<file path="config.mk">
export PLATFORM = sky130hd
export DESIGN_NAME = kiu_ext_int_receiver
export DESIGN_NICKNAME = d
export VERILOG_FILES = /design/src/rtl/kiu_ext_int_receiver_pkg.sv /design/src/rtl/kiu_ext_int_receiver_sync_chain.sv /design/src/rtl/kiu_ext_int_receiver.sv
export SDC_FILE = /design/constraint.sdc
export NUM_CORES = 1
export LEC_CHECK = 0
export BUFFER_PORTS_ARGS = -buffer_cell sky130_fd_sc_hd__clkbuf_2
export CAP_MARGIN = 30
export CORE_MARGIN = 4
export CORE_UTILIZATION = 36
export CTS_BUF_LIST = sky130_fd_sc_hd__clkbuf_4
export DETAILED_ROUTE_END_ITERATION = 10
export HOLD_SLACK_MARGIN = 0.15
export PLACE_DENSITY = 0.76
export SKIP_LAST_GASP = 1
export SYNTH_ARGS = -nofsm -noshare
export SYNTH_HDL_FRONTEND = slang
export SYNTH_SLANG_ARGS = --single-unit
</file>
<file path="constraint.sdc">
create_clock -name Clock -period 0.95 [get_ports Clock]
set_input_delay 0 -clock Clock [delete_from_list [all_inputs] [get_ports Clock]]
set_output_delay 0 -clock Clock [all_outputs]
set_load 0.01 [all_outputs]
</file>
<file path="src/rtl/kiu_ext_int_receiver_pkg.sv">
// Shared types and default handler vectors for the kernel interrupt unit receiver.
package kiu_ext_int_receiver_pkg;

  localparam int unsigned VEC_W = 32;

  localparam logic [VEC_W-1:0] DEF_IRQ_VECTOR = 32'h0000_0008;
  localparam logic [VEC_W-1:0] DEF_URQ_VECTOR = 32'h0000_0004;

  typedef enum logic [1:0] {
    ST_IDLE      = 2'd0,
    ST_PENDING   = 2'd1,
    ST_WAIT_DROP = 2'd2
  } kiu_state_e;

endpackage

</file>
<file path="src/rtl/kiu_ext_int_receiver_sync_chain.sv">
// Parameterized-depth single-bit synchronizer, synchronous active-high reset.
module kiu_ext_int_receiver_sync_chain #(
  parameter int unsigned STAGES = 2
) (
  input  logic clk,
  input  logic rst,
  input  logic d_i,
  output logic q_o
);

  logic [STAGES-1:0] sync_q;

  always_ff @(posedge clk) begin
    if (rst) begin
      sync_q <= '0;
    end else begin
      sync_q <= {sync_q[STAGES-2:0], d_i};
    end
  end

  assign q_o = sync_q[STAGES-1];

endmodule

</file>
<file path="src/rtl/kiu_ext_int_receiver.sv">
// CPU-side receiver of the EIC request/toggle-acknowledge interrupt protocol.
// Define KIU_URQ_NMI_EN to make urgent requests bypass CPU_IntEnable.
module kiu_ext_int_receiver
  import kiu_ext_int_receiver_pkg::*;
#(
  parameter int unsigned      SYNC_STAGES = 2,
  parameter logic [VEC_W-1:0] IRQ_VECTOR  = DEF_IRQ_VECTOR,
  parameter logic [VEC_W-1:0] URQ_VECTOR  = DEF_URQ_VECTOR
) (
  input  logic             Clock,
  input  logic             Reset,
  input  logic             EIC_IntReq,
  input  logic             EIC_IntId,
  output logic             EIC_IntAck,
  input  logic             CPU_IntEnable,
  input  logic             CPU_IntTaken,
  output logic             KIU_IntPending,
  output logic             KIU_IntUrgent,
  output logic [VEC_W-1:0] KIU_IntVector
);

  logic       req_sync;
  logic       id_sync;
  logic       req_last_q;
  logic       urgent_q, urgent_d;
  logic       ack_q, ack_d;
  logic       pending;
  logic       take;
  logic       req_rise;
  kiu_state_e state_q, state_d;

  kiu_ext_int_receiver_sync_chain #(.STAGES(SYNC_STAGES)) u_req_sync (
    .clk (Clock),
    .rst (Reset),
    .d_i (EIC_IntReq),
    .q_o (req_sync)
  );

  kiu_ext_int_receiver_sync_chain #(.STAGES(SYNC_STAGES)) u_id_sync (
    .clk (Clock),
    .rst (Reset),
    .d_i (EIC_IntId),
    .q_o (id_sync)
  );

  // State register plus the datapath flops it steers.
  always_ff @(posedge Clock) begin
    if (Reset) begin
      state_q    <= ST_IDLE;
      req_last_q <= 1'b0;
      urgent_q   <= 1'b0;
      ack_q      <= 1'b0;
    end else begin
      state_q    <= state_d;
      req_last_q <= req_sync;
      urgent_q   <= urgent_d;
      ack_q      <= ack_d;
    end
  end

  assign req_rise = req_sync & ~req_last_q;
  assign take     = CPU_IntTaken & pending;

  always_comb begin
    state_d  = state_q;
    urgent_d = urgent_q;
    ack_d    = ack_q;
    case (state_q)
      ST_IDLE: begin
        if (req_rise) begin
          urgent_d = id_sync;
          state_d  = ST_PENDING;
        end
      end
      ST_PENDING: begin
        if (take) begin
          ack_d   = ~ack_q;
          state_d = ST_WAIT_DROP;
        end
      end
      ST_WAIT_DROP: begin
        // Hold off until the EIC has dropped the already-acknowledged request.
        if (!req_sync) begin
          state_d = ST_IDLE;
        end
      end
      default: state_d = ST_IDLE;
    endcase
  end

  always_comb begin
    pending = 1'b0;
`ifdef KIU_URQ_NMI_EN
    pending = (state_q == ST_PENDING) & (CPU_IntEnable | urgent_q);
`else
    pending = (state_q == ST_PENDING) & CPU_IntEnable;
`endif
  end

  assign EIC_IntAck     = ack_q;
  assign KIU_IntPending = pending;
  assign KIU_IntUrgent  = urgent_q;
  assign KIU_IntVector  = urgent_q ? URQ_VECTOR : IRQ_VECTOR;

endmodule

</file>
==> metrics.md, run 1 <==
| Metric | Value |
|---|---|
| Setup crit end kind | output port |
| Buffers on Ports | 10 |
| Maximum clock frequency | about 940 MHz |
| Met3 Usage GRT | between 5 and 6% |
| Area delta synth->final | 11.8% |
| Synth top area share | between 40% and 50% |
| PnR Total Power | 0.832 mW |
| GPL Wtd Cong | between 0.6 and 0.7 |
| Most common cell in the netlist | buf_4 |
| Pins Over Slew Limit | 0 |
| Sequential area share after synthesis | 33.4% |
| Clock latency at the later pin of the worst-skew pair | approximately 0.26 ns |
| Dominant cells by area after synthesis | buf_4 43%, dfxtp_1 33%, nor2b_1 5.8% |
| Met2 Usage GRT | between 10% and 20% |
| Post-synthesis cell count | 60 |
| Fin area | about 600 sq um |
| Setup slack, reg-to-reg | -0.11 ns |
| GRT Total Usage | approximately 8.8% |
| Antenna Cells | 0 |
| Io pins | between 40 and 50 |
| Global route hottest layer | met2 |
| Area after DPL | just over 500 sq um |
| Period utilization | 113% |
| Yosys cell types | 15 |
| Chip Height | ~47 um |
| Flop pwr share | approximately 48% |
| Initial Utilization | ~40% |
| Pre-antenna DRT Iters | 1 |
| Initial antenna violation count | 0 |
| Multi-input logic area | roughly 240 sq um |
| Die width | 46.7 um |
| Crit path time final | ~1.1 ns |
| Hold Crit Start | CPU_IntEnable |
| Critical R2R Capture | KIU_IntUrgent |
| Fraction of registers with async set/reset | 0% |
| Unrepaired setup endpoints after global routing | yes |
| Peak VDD IR | around 880 uV |
| Final layout net count | 87 |
| Finish-stage setup viols | 2 |
| Clock Pin Slew Worst Setup and Hold Paths | approximately 0.060 ns |
| Combinational fraction of design power | 14.2% |
| First-pass GRT wire length | 1.18 mm |
| Core ar. | roughly 1400 sq um |
| Fillers | between 100 and 150 |
| Failing checks | negative setup slack |
| Share of layout cells above drive strength 1 | 25.0% |
| DR iter-0 viols | 0 |
| Remaining antenna violation count after routing | 0 |
| Vias in the first global route | 269 |
| Setup Skew | roughly 0.005 ns |
| Largest net degree at the start of global routing | 10 |
| CP Launch Type | register |
| Post-synthesis register bit count | 9 |
| Hold Crit Endpoint | KIU_IntPending |
| Min-delay worst type | in2out |
| R2R depth | 3 |
| Vias | about 340 |
| Int Power | a little over 0.6 mW |
| Gr ovfl total | 0 |
| CTS tree | yes |
| Synth top cells by count | 31 x buf_4, 9 x dfxtp_1, 5 x nor2b_1 |
| Hpwl dp | about 620 um |
| Register Area | between 150 and 200 sq um |
| CTS Buf Count | 3 |
| Post-CTS Setup Bufs | 0 |
| Critical Path AT | between 1 and 1.5 ns |
| Met1 usage | between 8 and 9% |
| EDFF count, synth | 0 |
| Synthesized area | roughly 540 sq um |
| Final WS setup | -0.119 ns |
| DRC errors left | 0 |
| H-tree Lvls | 1 |
| Clock power frac | 38.2% |
| Fin. Hold Viols | 0 |
| Post-DR wirelength/cell | 9.13 um |
| Most used DFF post-synth | dfxtp_1 |
| Largest area contributor in the netlist | buf_4 |
| Synthesized area per cell | approximately 9 sq um |
| Die ar. | 2180 sq um |
| Setup TNS | -0.228 ns |
| Required time of the critical path | 0.95 ns |
| Vias per cell | ~3.6 |
| Num rows | 13 |
| Crit Path Class | reg2out |
| Peak fanout along the critical path | 3 |
| Clk sinks | 9 |
| Cell depth of the worst hold path | 3 |
| R2r startpoint | state_q[1] |
| Drt total wl | 867 um |
| Leak | a little over 0.3 nW |
| PwrDens | between 1000 and 1500 nW/um^2 |
| Sw power | 0.214 mW |
| CTS Buffer Depth | 2 |
| Maxcap violations | 0 |
| Clock root cell | clkbuf_4 |
| Status | finished with violations |
| Switching Fraction | about a quarter |
| Synth warnings | 0 |
## cell usage in the layout (no fill, tap or decap)
master,Yosys,final
nor2b_1,5,5
a31oi_1,1,1
dfxtp_4,0,1
inv_1,2,2
conb_1,1,30
clkbuf_4,0,4
buf_4,31,2
buf_6,0,1
nand2_1,1,1
nor4b_4,0,1
nor2_1,3,3
xor2_1,1,1
buf_2,0,1
clkbuf_2,0,9
mux2i_1,1,1
nand4b_1,1,1
dfxtp_1,9,8
a21oi_1,1,1
and3_2,1,1
nand3b_1,1,1
dlygate4sd3_1,0,5
## state kept, by name, summed over array words and instances, names as in the netlist
signal             cells
EIC_IntAck             1
KIU_IntUrgent          1
req_last_q             1
state_q                2
u_id_sync.sync_q       2
u_req_sync.sync_q      2
## power groups by stage
stage	clock [mW]	combinational [mW]	sequential [mW]
5_1_grt	0.355	0.135	0.397
4_1_cts	0.336	0.115	0.398
3_3_place_gp	0	0.0972	0.405
3_5_place_dp	0	0.0983	0.406
6_report	0.318	0.118	0.396
2_1_floorplan	0	0.163	0.406
## cells by family (layout without fill, tap and decap cells)
kind of cell | count (synthesis) | after routing | share of synthesized area (%)
AND/OR/NAND/NOR | 13 | 13 | 15.8
multiplexers | 1 | 1 | 1.86
AO/OA/AOI/OAI | 2 | 2 | 2.09
XOR/XNOR | 1 | 1 | 1.62
flip-flops | 9 | 9 | 33.4
other | 1 | 30 | 0.695
buffers and inverters | 33 | 24 | 44.5
## final cells by class
cell class,instances,share of cell area [%]
clock buffer,4,4.98
inverter,2,1.24
tap,15,3.11
multi-input combinational,47,39.2
sequential,9,30.5
timing repair buffer,18,21.0
## worst max path at each step
| stage | from | end | slack, ns | cells after the start |
|---|---|---|---|---|
| floorplan | req_last_q | KIU_IntUrgent | 0.0003 | 3 |
| global placement | req_last_q | KIU_IntUrgent | -0.02 | 3 |
| detailed placement | req_last_q | KIU_IntUrgent | -0.06 | 3 |
| CTS | state_q[1] | KIU_IntPending | -0.14 | 4 |
| global route | state_q[1] | KIU_IntUrgent | -0.17 | 3 |
| finish | state_q[1] | KIU_IntPending | -0.12 | 4 |
## critical path, stage by stage, from the launching register on
cell and delay, ns:
dfxtp_4 0.37, buf_6 0.09, inv_1 0.04, and3_2 0.18, buf_2 0.13
## per-layer routing
layer / share of wire [%] / vias up
met5: 0 / -
li1: - / 165
met4: 0 / 0
met1: 29 / 147
met3: 16 / 0
met2: 54 / 26
## repair_timing
| action | CTS | global route |
|---|---|---|
| hold buffers | 5 | 0 |
| hold endpoints to repair | 9 | 0 |
| resized for setup | 1 | 2 |
| pin swaps | 0 | 0 |
| setup endpoints to repair | 2 | 3 |
## through the flow
stage	instances	util [%]	setup slack, ns	hold WS, ns
after floorplan	89	-	0.000269	0.0617
after global placement	86	38.3	-0.0187	0.208
after detailed placement	86	38.3	-0.0604	0.217
after CTS	95	44.5	-0.136	0.378
after global routing	95	44.7	-0.171	0.395
final	95	44.7	-0.119	0.370
No activity file was read; power rests on OpenSTA's default activity.
==> run 2: changes to the inputs <==
- CORE_UTILIZATION: 36 -> 34
- CTS_BUF_LIST: sky130_fd_sc_hd__clkbuf_4 -> unset
- PLACE_DENSITY: 0.76 -> 0.73
==> metrics.md, run 2 (synthesis results as in run 1) <==
| Metric | Value |
|---|---|
| Status | finished with violations |
| Failing checks | negative setup slack |
| Buffers on Ports | 10 (unchanged) |
| Largest registers | state_q (2), u_id_sync.sync_q (2), u_req_sync.sync_q (2) |
| Die width | 47.8 um (+2.4%) |
| Final core occ | 41.6% (-3.1 points) |
| Peak VDD IR | 911 uV (+3.5%) |
| Clock root cell | clkbuf_4 |
| Area delta synth->final | 16.2% |
| Pins Over Slew Limit | 0 (unchanged) |
| Period utilization | 109% (-3.7 points) |
| Unrepaired setup endpoints after global routing | yes |
| Required time of the critical path | 0.95 ns (about the same) |
| Final WS setup | -0.0839 ns (+0.0351 ns) |
| DRC errors left | 0 (unchanged) |
| Min-delay worst type | reg2reg |
| Fin. Hold Viols | 0 (unchanged) |
| First-pass GRT wire length | 1.11 mm (-5.9%) |
| Clock latency at the later pin of the worst-skew pair | 0.25 ns (about the same) |
| Core ar. | 1510 sq um (+12%) |
| Clock Pin Slew Worst Setup and Hold Paths | 0.06 ns (about the same) |
| Maxcap violations | 0 (unchanged) |
| Pre-antenna DRT Iters | 4 (+3) |
| Initial Utilization | 35.8% (-4.1 points) |
| Chip Height | 47.8 um (+2.4%) |
| Most frequent cells in the layout | 30 x conb_1, 10 x clkbuf_2, 7 x dfxtp_1 |
| GRT Total Usage | 7.46% (-1.3 points) |
| CTS Buffer Depth | 2 (unchanged) |
| Antenna Cells | 0 (unchanged) |
| PwrDens | 1290 nW/um^2 (-6.8%) |
| Share of layout cells above drive strength 1 | 29.3% (+4.3 points) |
| Remaining antenna violation count after routing | 0 (unchanged) |
| Critical Path AT | 1.03 ns (-0.04 ns) |
| PnR Total Power | 0.807 mW (-3.1%) |
| CTS Buf Count | 3 (unchanged) |
| Maximum clock frequency | 967 MHz (+3.4%) |
| Clk sinks | 9 (unchanged) |
| Worst path depth | 4 (unchanged) |
| Crit path time final | 1.03 ns (-0.0351 ns) |
| Setup Skew | 0.00399 ns (-0.00102 ns) |
| H-tree Lvls | 1 (unchanged) |
| Highest-delay cell along the critical path | dfxtp_2 |
| Critical path's largest stage delay | 0.34 ns (-0.03 ns) |
| Gr ovfl total | 0 (unchanged) |
| Crit Path Class | reg2out |
| Largest net degree at the start of global routing | 10 (unchanged) |
| Hpwl dp | 606 um (-2.8%) |
| Commonest non-fill, non-tap cell in the layout | conb_1 |
| CP startpoint | state_q[1] |
| Critical R2R Capture | KIU_IntUrgent |
| Leak | 0.318 nW (+1.9%) |
| Vias per cell | 3.61 (+1.5%) |
| Setup slack, reg-to-reg | -0.06 ns (+0.05 ns) |
| DR iter-0 viols | 8 (+8) |
| Die ar. | 2290 sq um (+4.9%) |
| Finish-stage setup viols | 3 (+1) |
| Peak fanout along the critical path | 3 (unchanged) |
| Final layout net count | 89 (+2.3%) |
| Vias in the first global route | 258 (-4.1%) |
| Crit path to | KIU_IntPending |
| Fillers | 161 (+17%) |
| CTS tree | yes |
| Worst path buffer plus inverter count | 3 (unchanged) |
| Vias | 354 (+4.7%) |
| Io pins | 41 (unchanged) |
| R2r startpoint | state_q[1] |
| Critical Path, Cell by Cell | buf_6 -> inv_4 -> and3_4 -> clkbuf_2 |
| Setup crit end kind | output port |
| Drt total wl | 799 um (-7.8%) |
| GPL Wtd Cong | 0.695 (+4.1%) |
| R2R depth | 3 (unchanged) |
| Critical path's top delay family | flip-flops |
| Initial antenna violation count | 0 (unchanged) |
| CP Launch Type | register |
| Num rows | 14 (+1) |
| Post-DR wirelength/cell | 8.15 um (-11%) |
| Cell depth of the worst hold path | 1 (-2) |
## run 2: metal layers
metal | vias to the layer above | global-route usage (%) | wire (um)
met2 | 28 | 10.8 | 394
met3 | 0 | 5.64 | 147
li1 | 173 | - | -
met5 | - | 0 | 0
met4 | 0 | 3.23 | 0
met1 | 153 | 8.13 | 257
## run 2: metrics by stage
stage               hold WS [ns]  TNS (ns)  setup WS [ns]  cell area [sq um]  instances
detailed placement         0.216   -0.0702        -0.0702                518         87
floorplan                 0.0617         0       0.000269                658         89
global placement           0.207   -0.0187        -0.0187                518         87
finish                     0.437    -0.161        -0.0839                627         98
global route               0.463    -0.306         -0.127                627         98
CTS                        0.440    -0.194        -0.0974                612         97
## run 2: worst min path at each step
| stage | start | endpoint |
|---|---|---|
| floorplan | Reset | state_q[1] |
| global placement | EIC_IntId | u_id_sync.sync_q[0] |
| detailed placement | EIC_IntReq | u_req_sync.sync_q[0] |
| CTS | u_req_sync.sync_q[0] | u_req_sync.sync_q[1] |
| global route | u_req_sync.sync_q[0] | u_req_sync.sync_q[1] |
| finish | u_req_sync.sync_q[0] | u_req_sync.sync_q[1] |
## run 2: area by class of cell
| cell class | instances | area [sq um] | share of cell area (%) |
|---|---|---|---|
| multi-input cells | 47 | 246 | 39.3 |
| flip-flops and latches | 9 | 183 | 29.1 |
| repair buffers | 20 | 141 | 22.6 |
| clock buffers | 4 | 26.3 | 4.19 |
| well taps | 16 | 20.0 | 3.19 |
| inverters | 2 | 10.0 | 1.60 |
## run 2: report_power, final
group          switching [mW]  internal, mW
registers             0.00752         0.391
logic                  0.0795        0.0451
clock network           0.123         0.161
## run 2: repair_timing
action	4_1_cts	5_1_grt
resized for setup	4	2
setup buffers	1	1
hold buffers	5	0
endpoints found under the hold margin	9	0
setup endpoints to repair	2	4
==> run 3: changes to the inputs <==
- CTS_CLUSTER_SIZE: unset -> 28
- REMOVE_ABC_BUFFERS: unset -> 1
- SYNTH_HIERARCHICAL: unset -> 1
==> metrics.md, run 3 <==
| Metric | Value |
|---|---|
| Status | finished with violations |
| Failing checks | negative setup slack |
| Largest area contributor in the netlist | buf_4 |
| Num rows | 14 (unchanged) |
| DRC errors left | 0 (unchanged) |
| Most used DFF post-synth | dfxtp_1 |
| Initial Utilization | 35.8% (unchanged) |
| Area delta synth->final | 16.2% (unchanged) |
| Peak VDD IR | 775 uV (-15%) |
| Commonest non-fill, non-tap cell in the layout | conb_1 |
| Crit path time final | 1.02 ns (-0.0155 ns) |
| Fin cells | 98 (unchanged) |
| Core ar. | 1510 sq um (unchanged) |
| Fillers | 151 (-6.2%) |
| Clk sinks | 9 (unchanged) |
| First-pass GRT wire length | 1.13 mm (+1.9%) |
| Min-delay worst type | reg2reg |
| Vias | 345 (-2.5%) |
| Setup Skew | 0.000663 ns (-0.00333 ns) |
| Hpwl dp | 601 um (-0.79%) |
| Yosys cell types | 15 (unchanged) |
| Critical Path AT | 1.02 ns (about the same) |
| DR iter-0 viols | 2 (-6) |
| Synthesized area | 539 sq um (unchanged) |
| Die ar. | 2290 sq um (unchanged) |
| GRT Total Usage | 7.90% (+0.44 points) |
| Required time of the critical path | 0.95 ns (about the same) |
| Io pins | 41 (unchanged) |
| Sequential area share after synthesis | 33.4% (unchanged) |
| EDFF count, synth | 0 (unchanged) |
| Drt total wl | 813 um (+1.8%) |
| Placed cells | 87 (unchanged) |
| Antenna Cells | 0 (unchanged) |
| CTS Buf Count | 3 (unchanged) |
| Fraction of registers with async set/reset | 0% (unchanged) |
| Final WS setup | -0.0683 ns (+0.0155 ns) |
| Chip Height | 47.8 um (unchanged) |
| Fin. Hold Viols | 0 (unchanged) |
| Peak fanout along the critical path | 3 (unchanged) |
| Post-synthesis register bit count | 9 (unchanged) |
| Vias per cell | 3.52 (-2.5%) |
| Period utilization | 107% (-1.6 points) |
| Crit Path Class | reg2out |
| Leak | 0.318 nW (about the same) |
| CP Launch Type | register |
| Largest registers | state_q (2), u_id_sync/sync_q (2), u_req_sync/sync_q (2) |
| Post-DR wirelength/cell | 8.30 um (+1.8%) |
| Synth top area share | 43.2% (unchanged) |
| Clock latency at the later pin of the worst-skew pair | 0.25 ns (about the same) |
| Pins Over Slew Limit | 0 (unchanged) |
| Clock root cell | clkbuf_4 |
| Setup crit end kind | output port |
| PnR Total Power | 0.803 mW (-0.42%) |
| Unrepaired setup endpoints after global routing | yes |
| Vias in the first global route | 256 (-0.78%) |
| Maxcap violations | 0 (unchanged) |
| Final layout net count | 89 (unchanged) |
| Finish-stage setup viols | 4 (+1) |
| Pre-antenna DRT Iters | 2 (-2) |
| GPL Wtd Cong | 0.599 (-14%) |
| CTS tree | yes |
| Clock Pin Slew Worst Setup and Hold Paths | 0.06 ns (about the same) |
| Dominant cells by area after synthesis | buf_4 43%, dfxtp_1 33%, nor2b_1 5.8% |
| CTS Buffer Depth | 2 (unchanged) |
| Maximum clock frequency | 982 MHz (+1.5%) |
| Die width | 47.8 um (unchanged) |
| Largest net degree at the start of global routing | 10 (unchanged) |
| Synth top cells by count | 31 x buf_4, 9 x dfxtp_1, 5 x nor2b_1 |
| Most common cell in the netlist | buf_4 |
| Share of layout cells above drive strength 1 | 28.0% (-1.2 points) |
| PwrDens | 1280 nW/um^2 (-0.42%) |
| Post-synthesis cell count | 60 (unchanged) |
| Most frequent cells in the layout | 30 x conb_1, 9 x clkbuf_2, 7 x dfxtp_1 |
| H-tree Lvls | 1 (unchanged) |
| Gr ovfl total | 0 (unchanged) |
| Remaining antenna violation count after routing | 0 (unchanged) |
| Initial antenna violation count | 0 (unchanged) |
| Synth warnings | 6 (+6) |
| Buffers on Ports | 10 (unchanged) |
| Synthesized area per cell | 8.99 sq um (unchanged) |
run 3: what timing repair did:
action / in CTS / in global routing
setup buffers: 1 / 1
hold endpoints to repair: 9 / 0
gates resized for setup: 6 / 3
endpoints found under the setup margin: 3 / 4
pin swaps: 1 / 0
hold buffers: 5 / 0
run 3: cells by family after synthesis:
group / count (synthesis) / share of synthesized area (%)
AND/OR/NAND/NOR: 13 / 15.8
multiplexers: 1 / 1.86
AO/OA/AOI/OAI: 2 / 2.09
flip-flops: 9 / 33.4
buffers and inverters: 33 / 44.5
XOR/XNOR: 1 / 1.62
other: 1 / 0.695
run 3: area by class of cell:
cell class | count | area, sq um | share of cell area (%)
clock buffers | 4 | 26.3 | 4.19
repair buffers | 20 | 148 | 23.6
flip-flops and latches | 9 | 185 | 29.5
well taps | 16 | 20.0 | 3.19
multi-input cells | 47 | 240 | 38.3
inverters | 2 | 7.51 | 1.20
run 3: critical path, cell delays in order, from the launching register on:
cell	delay, ns
dfxtp_4	0.36
buf_6	0.11
inv_2	0.04
and3_4	0.16
buf_6	0.09
run 3: power by group:
group / internal (mW) / switching [mW] / leakage [nW]
sequential: 0.388 / 0.00686 / 0.0748
combinational: 0.0454 / 0.0794 / 0.228
clock: 0.161 / 0.122 / 0.0150
run 3: path summary, 6_finish.rpt:
path	from	to	slack (ns)	cells past startpoint
worst max-delay path	state_q[1]	KIU_IntPending	-0.07	4
worst min-delay path	u_req_sync/sync_q[0]	u_req_sync/sync_q[1]	0.44	1
worst max register to register	state_q[1]	KIU_IntUrgent	-0.07	3
worst min register to register	u_req_sync/sync_q[0]	u_req_sync/sync_q[1]	0.44	1
run 3: layer usage:
layer	global-route usage (%)	routed length (um)	up-vias
li1	-	-	171
met1	8.74	260	141
met2	11.3	379	29
met3	2.63	145	4
met4	8.06	27	0
met5	0	0	-
run 3: metrics by stage:
stage	area, sq um	setup TNS [ns]	util, %	hold WS (ns)	setup WS (ns)
detailed placement	508	-0.144	33.7	0.212	-0.111
finish	627	-0.204	41.6	0.438	-0.0683
CTS	611	-0.204	40.5	0.442	-0.0821
floorplan	415	-0.0584	-	0.0691	-0.0584
global placement	508	-0.0801	33.7	0.209	-0.0567
global route	627	-0.439	41.6	0.457	-0.125
